`src/rtl/systolic_pkg.sv`:
```
// systolic_pkg: element format widths and the feeder state encoding shared by the feeder blocks
package systolic_pkg;
  localparam int D_W_DEF = 16;
  localparam int Q_INT_W = 2;
  localparam int Q_FRAC_W = 13;
  typedef enum logic [1:0] {ST_LOAD, ST_STREAM, ST_DONE} feeder_state_e;
endpackage

```
`src/rtl/feeder_buf.sv`:
```
// feeder_buf: K-entry tile buffer with one vector write port and an independent read port per lane
module feeder_buf import systolic_pkg::*; #(
  parameter int D_W = D_W_DEF,
  parameter int N = 4,
  parameter int K = 8,
  parameter int AW = (K > 1) ? $clog2(K) : 1
) (
  input  logic             clk_i,
  input  logic             we_i,
  input  logic [AW-1:0]    waddr_i,
  input  logic [N*D_W-1:0] wdata_i,
  input  logic [N*AW-1:0]  raddr_i,
  output logic [N*D_W-1:0] rdata_o
);
  logic [N*D_W-1:0] mem_q [K];
  always_ff @(posedge clk_i)
    if (we_i) mem_q[waddr_i] <= wdata_i;
  for (genvar g = 0; g < N; g++) begin : g_rd
    assign rdata_o[g*D_W +: D_W] = mem_q[raddr_i[g*AW +: AW]][g*D_W +: D_W];
  end
endmodule

```
`src/rtl/systolic_feeder.sv`:
```
// systolic_feeder: loads a K-vector tile then streams it skewed into N array rows; SYSTOLIC_FEEDER_STALL_CNT_EN adds O_STALL_CNT
module systolic_feeder import systolic_pkg::*; #(
  parameter int D_W = D_W_DEF,
  parameter int N = 4,
  parameter int K = 8
) (
  input  logic             I_CLK,
  input  logic             I_SYNC_RSTN,
  input  logic             I_VLD,
  input  logic [N*D_W-1:0] I_VEC,
  output logic             O_RDY,
  input  logic             I_ACK,
  output logic [N-1:0]     O_VLD,
  output logic [N*D_W-1:0] O_X,
  output logic             O_DONE
`ifdef SYSTOLIC_FEEDER_STALL_CNT_EN
  ,
  output logic [31:0]      O_STALL_CNT
`endif
);
  localparam int AW = (K > 1) ? $clog2(K) : 1;
  localparam int SW = $clog2(K + N);
  localparam logic [AW-1:0] V_LAST = AW'(K - 1);
  localparam logic [SW-1:0] S_LAST = SW'(K + N - 2);
  feeder_state_e state_q, state_d;
  logic [AW-1:0] v_q, v_d;
  logic [SW-1:0] s_q, s_d;
  logic [N-1:0] vld_q, vld_d;
  logic [N*D_W-1:0] x_q, x_d, rd_data;
  logic [N*AW-1:0] rd_addr;
  logic xfer;
  assign O_RDY = state_q == ST_LOAD;
  assign O_DONE = state_q == ST_DONE;
  assign O_VLD = vld_q;
  assign O_X = x_q;
  assign xfer = O_RDY & I_VLD;
  always_comb begin
    state_d = state_q;
    v_d = v_q;
    s_d = s_q;
    case (state_q)
      ST_LOAD: if (I_VLD) begin
        v_d = v_q + 1'b1;
        if (v_q == V_LAST) begin
          state_d = ST_STREAM;
          v_d = '0;
          s_d = '0;
        end
      end
      ST_STREAM: if (I_ACK) begin
        s_d = s_q + 1'b1;
        if (s_q == S_LAST) state_d = ST_DONE;
      end
      default: begin
        state_d = ST_LOAD;
        v_d = '0;
        s_d = '0;
      end
    endcase
  end
  // outputs are computed from the next step so the wavefront appears registered with its step
  for (genvar l = 0; l < N; l++) begin : g_lane
    logic [SW:0] d;
    assign d = {1'b0, s_d} - (SW+1)'(l);
    assign vld_d[l] = state_d == ST_STREAM && !d[SW] && d < (SW+1)'(K);
    assign rd_addr[l*AW +: AW] = d[AW-1:0];
    assign x_d[l*D_W +: D_W] = vld_d[l] ? rd_data[l*D_W +: D_W] : '0;
  end
  feeder_buf #(.D_W(D_W), .N(N), .K(K), .AW(AW)) u_buf (
    .clk_i(I_CLK),
    .we_i(xfer),
    .waddr_i(v_q),
    .wdata_i(I_VEC),
    .raddr_i(rd_addr),
    .rdata_o(rd_data)
  );
  always_ff @(posedge I_CLK) begin
    if (!I_SYNC_RSTN) begin
      state_q <= ST_LOAD;
      v_q <= '0;
      s_q <= '0;
      vld_q <= '0;
      x_q <= '0;
    end else begin
      state_q <= state_d;
      v_q <= v_d;
      s_q <= s_d;
      vld_q <= vld_d;
      x_q <= x_d;
    end
  end
`ifdef SYSTOLIC_FEEDER_STALL_CNT_EN
  logic [31:0] stall_q;
  assign O_STALL_CNT = stall_q;
  always_ff @(posedge I_CLK) begin
    if (!I_SYNC_RSTN || state_q == ST_DONE) stall_q <= '0;
    else if (state_q == ST_STREAM && !I_ACK && stall_q != '1) stall_q <= stall_q + 1'b1;
  end
`endif
endmodule
```
`config.mk`:
```
export PLATFORM = sky130hd
export DESIGN_NAME = systolic_feeder
export DESIGN_NICKNAME = d
export VERILOG_FILES = /design/src/rtl/systolic_pkg.sv /design/src/rtl/feeder_buf.sv /design/src/rtl/systolic_feeder.sv
export SDC_FILE = /design/constraint.sdc
export NUM_CORES = 1
export LEC_CHECK = 0
export BUFFER_PORTS_ARGS = -buffer_cell sky130_fd_sc_hd__clkbuf_2
export CAP_MARGIN = 0
export CORE_MARGIN = 5
export CORE_UTILIZATION = 42
export DETAILED_ROUTE_END_ITERATION = 8
export PLACE_DENSITY = 0.59
export SYNTH_ARGS = -nofsm -noshare
export SYNTH_HDL_FRONTEND = slang
export SYNTH_SLANG_ARGS = --single-unit
```
`constraint.sdc`:
```
create_clock -name I_CLK -period 15.37 [get_ports I_CLK]
set_clock_uncertainty 0.1 [all_clocks]
set_input_delay 1.537 -clock I_CLK [delete_from_list [all_inputs] [get_ports I_CLK]]
set_output_delay 1.537 -clock I_CLK [all_outputs]
set_load 0.02 [all_outputs]
```
==> flow_summary.yaml, run 1 <==
status:
  status: "finished clean"
setup_path:
  cp-end-kind: "flop"
  r2r_start: "v_q[1]$_SDFFE_PN0P_"
  start_kind: "input port"
  r2r_cells: 10
  crit_path_cell_trace: "clkbuf_2 > nand2b_1 > a311oi_4 > buf_4 > buf_4 > a21boi_0 > and2_1 > o21ai_2 > a21oi_1"
  r2r-end: "O_X[19]$_SDFF_PN0_"
  ff2ff_setup_slack_ns: 11.18
  critPathKind: "in2reg"
  crit_family: "compound AO/OA/AOI/OAI gates"
  crit_slowest_cell: "o21ai_2"
  path_buf_inv: 3
  cp.required_ns: 15.70
  critPathArrivalTime_ns: 4.68
  crit_top_cell: "buf_4"
  slowest_delay_ns: 0.83
  worstPathMaxFanout: 40
placed_design:
  port_buffers: 137
  place_congestion: 0.751
  place_hpwl_mm: 24.8
floorplan:
  die_area_um2: 56200
  pin_count: 138
  num_rows: 83
  die_w_um: 237
  start_util_pct: 42.3
  coreArea_um2: 51200
  die_h_um: 237
global_route:
  grt_overflow: 0
  grt_pass1_vias: 11044
  track_usage_pct: 16.2
  antenna_found_initial: 8
  grt_max_degree: 76
  grt_first_pass_wirelength_mm: 69.7
yosys:
  ys_warn_count: 0
  avgSynthCellArea_um2: 18.8
  synth-seq-cells: 589
  synth.distinct_cells: 45
  synth_cells: 1150
  seq_area_frac_synth_pct: 78.1
  synth_fp_nets: 1227
  synth_area_um2: 21700
  netlist.area_leader.share_pct: 71.0
  synth_area_leaders: "edfxtp_1 71%, dfxtp_1 7.1%, mux4_2 6.7%"
  synth_largest_area_cell: "edfxtp_1"
detailed_routing:
  drtIter0Drc: 742
  detail_route.wl_per_cell_um: 22.4
  via_per_inst: 5.24
  wl_mm: 45.9
  ant_nets: 0
  drc: 0
  vias: 10717
  first_pass_iters: 4
clocking:
  cts_htree_levels: 2
  clockBufferDepth: 3
  insertion_delay_ns: 0.61
  clk_pin_slew_ns: 0.06
  cts.sinks: 589
  cts_setup_buffers: 0
  cts_root_buf: "clkbuf_16"
  postCtsResizedCells: 0
  cts_tree: "yes"
  ctsHoldBuffers: 0
  cts_made_buffers: 58
worst_hold_path:
  hold_start: "s_q[3]$_SDFF_PN0_"
  hold-path-cell-count: 2
  hold_end: "state_q[1]$_SDFF_PN0_"
  hold_class: "reg2reg"
sta:
  setup_violations: 0
  fin_crit_ns: 4.35
  drv_slew: 0
  tns_ns: 0
  hold_ws_ns: 0.459
  post-route-period-util_pct: 28.3
  rsz0062_at_grt: "false"
  max_freq_ghz: 0.230
  slew_headroom_pct: 18.3
  tightestPinTransition_ns: 1.22
  hold_viol: 0
layout:
  area_growth_pct: 16.5
  drive_above_1_share_pct: 26.6
  diodes: 0
  layout.nets: 1393
power:
  leakagePower_uw: 0.00832
  peakVddDrop_mv: 0.0730
  powerDensity_nw_per_um2: 131
flow_run:
  max_cap_violations: 0
state kept, by name (all words and copies together) (netlist names):
register / flops
O_VLD: 4
O_X: 64
v_q: 3
u_buf.mem_q: 512
state_q: 2
s_q: 4
tightest hold or removal path: cells and delay by family, from the launching register on:
| family | cells | cell delay, ns |
|---|---|---|
| flops | 1 | 0.35 |
| simple gates | 2 | 0.15 |
final cells by class:
class / instances / area (um^2)
fill: 4186 / 26000
timing repair buffer: 160 / 858
clock inverter: 29 / 355
sequential: 589 / 16900
multi-input combinational: 499 / 4560
inverter: 8 / 30.0
tap: 680 / 851
clock buffer: 80 / 1670
cell usage in the layout, fill, tap and decap left out, types with 5 or more instances in the layout:
| master | n |
|---|---|
| mux4_2 | 64 |
| mux2_2 | 16 |
| clkbuf_16 | 59 |
| buf_4 | 23 |
| edfxtp_1 | 512 |
| inv_2 | 5 |
| a32o_1 | 32 |
| clkbuf_2 | 137 |
| clkbuf_8 | 11 |
| a221o_1 | 16 |
| nand2_1 | 136 |
| clkinv_2 | 11 |
| mux2i_1 | 96 |
| nand2b_1 | 7 |
| bufinv_16 | 8 |
| a21oi_1 | 54 |
| clkinv_1 | 6 |
| clkbuf_1 | 10 |
| ha_1 | 8 |
| and2_1 | 8 |
| nor2_4 | 7 |
| nor3_1 | 19 |
| dfxtp_1 | 77 |
cell usage after synthesis:
| cell type | number |
|---|---|
| xnor2_1 | 2 |
| clkbuf_1 | 27 |
| and2_1 | 8 |
| ha_1 | 9 |
| nand2_1 | 136 |
| buf_1 | 1 |
| a21oi_1 | 54 |
| or2_2 | 1 |
| a21boi_0 | 1 |
| inv_1 | 2 |
| buf_4 | 5 |
| a21o_1 | 1 |
| a311oi_4 | 1 |
| o21ai_2 | 1 |
| nand3b_1 | 1 |
| clkinv_1 | 1 |
| a221o_1 | 16 |
| xnor2_2 | 2 |
| mux2i_1 | 96 |
| a211oi_1 | 1 |
| nand3_1 | 2 |
| nor3_1 | 21 |
| mux2_2 | 16 |
| buf_2 | 20 |
| a211oi_2 | 1 |
| inv_2 | 5 |
| and4_1 | 1 |
| nand2b_1 | 7 |
| xor2_1 | 1 |
| edfxtp_1 | 512 |
| buf_6 | 1 |
| nor2_1 | 13 |
| a32oi_1 | 1 |
| a31oi_1 | 1 |
| dfxtp_1 | 77 |
| a32o_1 | 32 |
| nor2b_1 | 2 |
| and3_1 | 1 |
| a2bb2oi_2 | 1 |
| or3_1 | 1 |
| a311oi_1 | 1 |
| a311oi_2 | 1 |
| o21ai_1 | 1 |
| nor4_1 | 1 |
| mux4_2 | 64 |
layer usage:
metal	track usage (%)	vias up	wire length [um]
met5	0	-	106
met4	5.04	16	1100
met3	3.83	90	2510
met2	25.9	237	21800
met1	22.3	5488	20400
li1	-	4886	-
logic make-up (layout without fill, tap and decap cells):
kind of cell,Yosys count,in the layout,share of synthesized area [%]
simple gates,195,195,3.80
flops,589,589,78.1
buf+inv,62,277,1.31
fa+ha+maj,9,9,0.520
mux,176,176,11.9
xor+xnor,5,5,0.272
compound gates,114,114,4.06
worst max-delay path by stage:
stage	to	from	slack, ns	cells past startpoint
3_5_place_dp	O_X[19]$_SDFF_PN0_	I_ACK	10.27	9
2_1_floorplan	u_buf.mem_q[0][0]$_DFFE_PP_	I_VLD	8.34	3
5_1_grt	O_X[19]$_SDFF_PN0_	I_ACK	10.74	9
3_3_place_gp	O_X[21]$_SDFF_PN0_	I_ACK	10.41	9
6_report	O_X[19]$_SDFF_PN0_	I_ACK	11.02	9
4_1_cts	O_X[19]$_SDFF_PN0_	I_ACK	10.92	9
metrics by stage:
| step | cell area, um^2 | setup slack [ns] | utilization (%) | power (uW) | instances |
|---|---|---|---|---|---|
| detailed placement | 23200 | 10.27 | 45.3 | 1860 | 1936 |
| finish | 25200 | 11.02 | 49.3 | 3300 | 2045 |
| global route | 25200 | 10.74 | 49.3 | 3410 | 2045 |
| floorplan | 21700 | 8.34 | - | 1830 | 1150 |
| CTS | 25200 | 10.92 | 49.3 | 3330 | 2045 |
| global placement | 23200 | 10.41 | 45.3 | 1860 | 1936 |
where the power goes:
group / internal, uW / switching [uW] / leakage (uW)
Sequential: 1770 / 5.68 / 0.00527
Combinational: 14.4 / 40.2 / 0.00206
Clock: 890 / 584 / 0.000995
Total: 2670 / 630 / 0.00832
(Power assumes the default switching activity.)
==> run 2, diff against run 1 <==
==> constraint.sdc (replaced) <==
create_clock -name I_CLK -period 4.3 [get_ports I_CLK]
set_clock_uncertainty 0.1 [all_clocks]
set_input_delay 0.43 -clock I_CLK [delete_from_list [all_inputs] [get_ports I_CLK]]
set_output_delay 0.43 -clock I_CLK [all_outputs]
set_load 0.02 [all_outputs]
==> run 2 against run 1 <==
- final area grew 3.1%
- worst hold slack got worse by 0.42 ns
- via count up 2.9%
- register-to-register slack lost 10 ns
- global-route usage rose by 0.22 points
- highest routed layer is now met4
==> flow_summary.yaml, run 2 (synthesis results as in run 1) <==
clocking:
  cts_made_buffers: 60
  postCtsResizedCells: 0
  cts_root_buf: "clkbuf_16"
  clockBufferDepth: 3
  cts_tree: "yes"
  cts.sinks: 589
  insertion_delay_ns: 0.61
  cts_htree_levels: 2
  cts_setup_buffers: 0
  clk_pin_slew_ns: 0.06
power:
  peakVddDrop_mv: 0.325
  powerDensity_nw_per_um2: 451
  pwr-share-seq_pct: 53.9
  clkPwrFrac_pct: 44.0
  intPower_uw: 9480
  combPwrFrac_pct: 2.1
  p_total_uw: 11700
  switchingPower_uw: 2260
  leakagePower_uw: 0.00863
  switching_share_pct: 19.2
layout:
  largest_reg_flops: 512
  layout.nets: 1471
  layout_commonest_cell: "edfxtp_1"
  drive_above_1_share_pct: 25.4
  final_area_um2: 26000
  fill_cells: 4190
  area_growth_pct: 20.1
  final_core_utilization_pct: 50.8
  regMostFlops: "u_buf.mem_q"
  final_cell_mix: "512 x edfxtp_1, 137 x clkbuf_2, 136 x nand2_1"
placed_design:
  place_congestion: 0.703
  port_buffers: 137
  place_hpwl_mm: 24.8
  place_area_um2: 23400
worst_hold_path:
  hold-path-cell-count: 1
  hold_start: "I_VEC[24]"
  hold_class: "in2reg"
setup_path:
  crit_slowest_cell: "buf_4"
  critPathArrivalTime_ns: 3.87
  crit_top_cell: "ha_1"
  timing.critical_path.from: "v_q[1]$_SDFFE_PN0P_"
  slowest_delay_ns: 0.85
  cp.required_ns: 4.73
  crit_path_cell_trace: "ha_1 > ha_1 > a21oi_1 > a32oi_1 > nor2_4 > buf_4 > nand2_1 > a32o_1 > nor3_1"
  r2r_start: "v_q[1]$_SDFFE_PN0P_"
  worstPathMaxFanout: 73
  cp-end-kind: "flop"
  start_kind: "flop"
  r2r_cells: 9
  critPathKind: "reg2reg"
detailed_routing:
  drc: 0
  detail_route.wl_per_cell_um: 21.7
  first_pass_iters: 7
  ant_nets: 0
  wl_mm: 46.2
  vias: 11032
  drtIter0Drc: 776
  via_per_inst: 5.18
global_route:
  grt_max_degree: 74
  grt_overflow: 0
  antenna_found_initial: 3
  grt_first_pass_wirelength_mm: 71.1
  grt_pass1_vias: 11617
  track_usage_pct: 16.4
floorplan:
  start_util_pct: 42.3
  die_h_um: 237
  num_rows: 83
  pin_count: 138
  die_area_um2: 56200
  die_w_um: 237
  coreArea_um2: 51200
sta:
  hold_viol: 0
  max_freq_ghz: 0.291
  setup_violations: 0
  drv_slew: 0
  rsz0062_at_grt: "false"
  hold_ws_ns: 0.0379
  tns_ns: 0
  fin_crit_ns: 3.44
  tightestPinTransition_ns: 1.11
  post-route-period-util_pct: 80.0
  slew_headroom_pct: 25.9
status:
  status: "finished clean"
flow_run:
  max_cap_violations: 0
[run 2: layer usage]
layer  global-route usage [%]  vias up  share of wire, %
li1                         -     5047                 -
met1                     22.3     5647                43
met2                     27.4      264                49
met3                     3.04       74               5.4
met4                     4.72        0               2.1
met5                        0        -                 0
[run 2: cell type report]
class / count / area (um^2) / share of cell area, %
diodes: 3 / 7.51 / 0.0289
clock buffers: 84 / 1680 / 6.47
clock inverters: 30 / 299 / 1.15
repair buffers: 236 / 1650 / 6.33
inverters: 8 / 30.0 / 0.115
multi-input cells: 499 / 4580 / 17.6
well taps: 680 / 851 / 3.27
flip-flops and latches: 589 / 16900 / 65.0
[run 2: final timing paths]
check | endpoint | slack (ns)
setup reg to reg | O_X[38]$_SDFF_PN0_ | 0.86
setup / recovery | O_X[38]$_SDFF_PN0_ | 0.86
hold reg to reg | state_q[1]$_SDFF_PN0_ | 0.42
hold / removal | u_buf.mem_q[4][24]$_DFFE_PP_ | 0.04
[run 2: power by group through the flow]
stage               clock [uW]  sequential, uW  combinational, uW
floorplan                    0            6450               65.8
global placement             0            6450                194
detailed placement           0            6450                200
CTS                       5300            6330                250
global route              5560            6330                269
finish                    5160            6330                244
[run 2: repair_timing]
action / 4_1_cts / 5_1_grt
hold endpoints to repair: 492 / 0
endpoints found under the setup margin: 0 / 0
hold buffers: 62 / 0
[run 2: metrics by stage]
stage               setup WS (ns)  instances
finish                      0.860       2129
global route                0.543       2127
CTS                         0.838       2126
detailed placement          0.878       1950
global placement            0.997       1950
floorplan                 -0.0422       1150
[run 2: critical path: cells and delay by family (launching register included)]
| kind | cells | cell delay, ns |
|---|---|---|
| DFF | 1 | 0.40 |
| AOI/OAI and AO/OA | 3 | 0.67 |
| adders and majority gates | 2 | 0.49 |
| and+or+nand+nor | 3 | 0.73 |
| buffers and inverters | 1 | 0.85 |
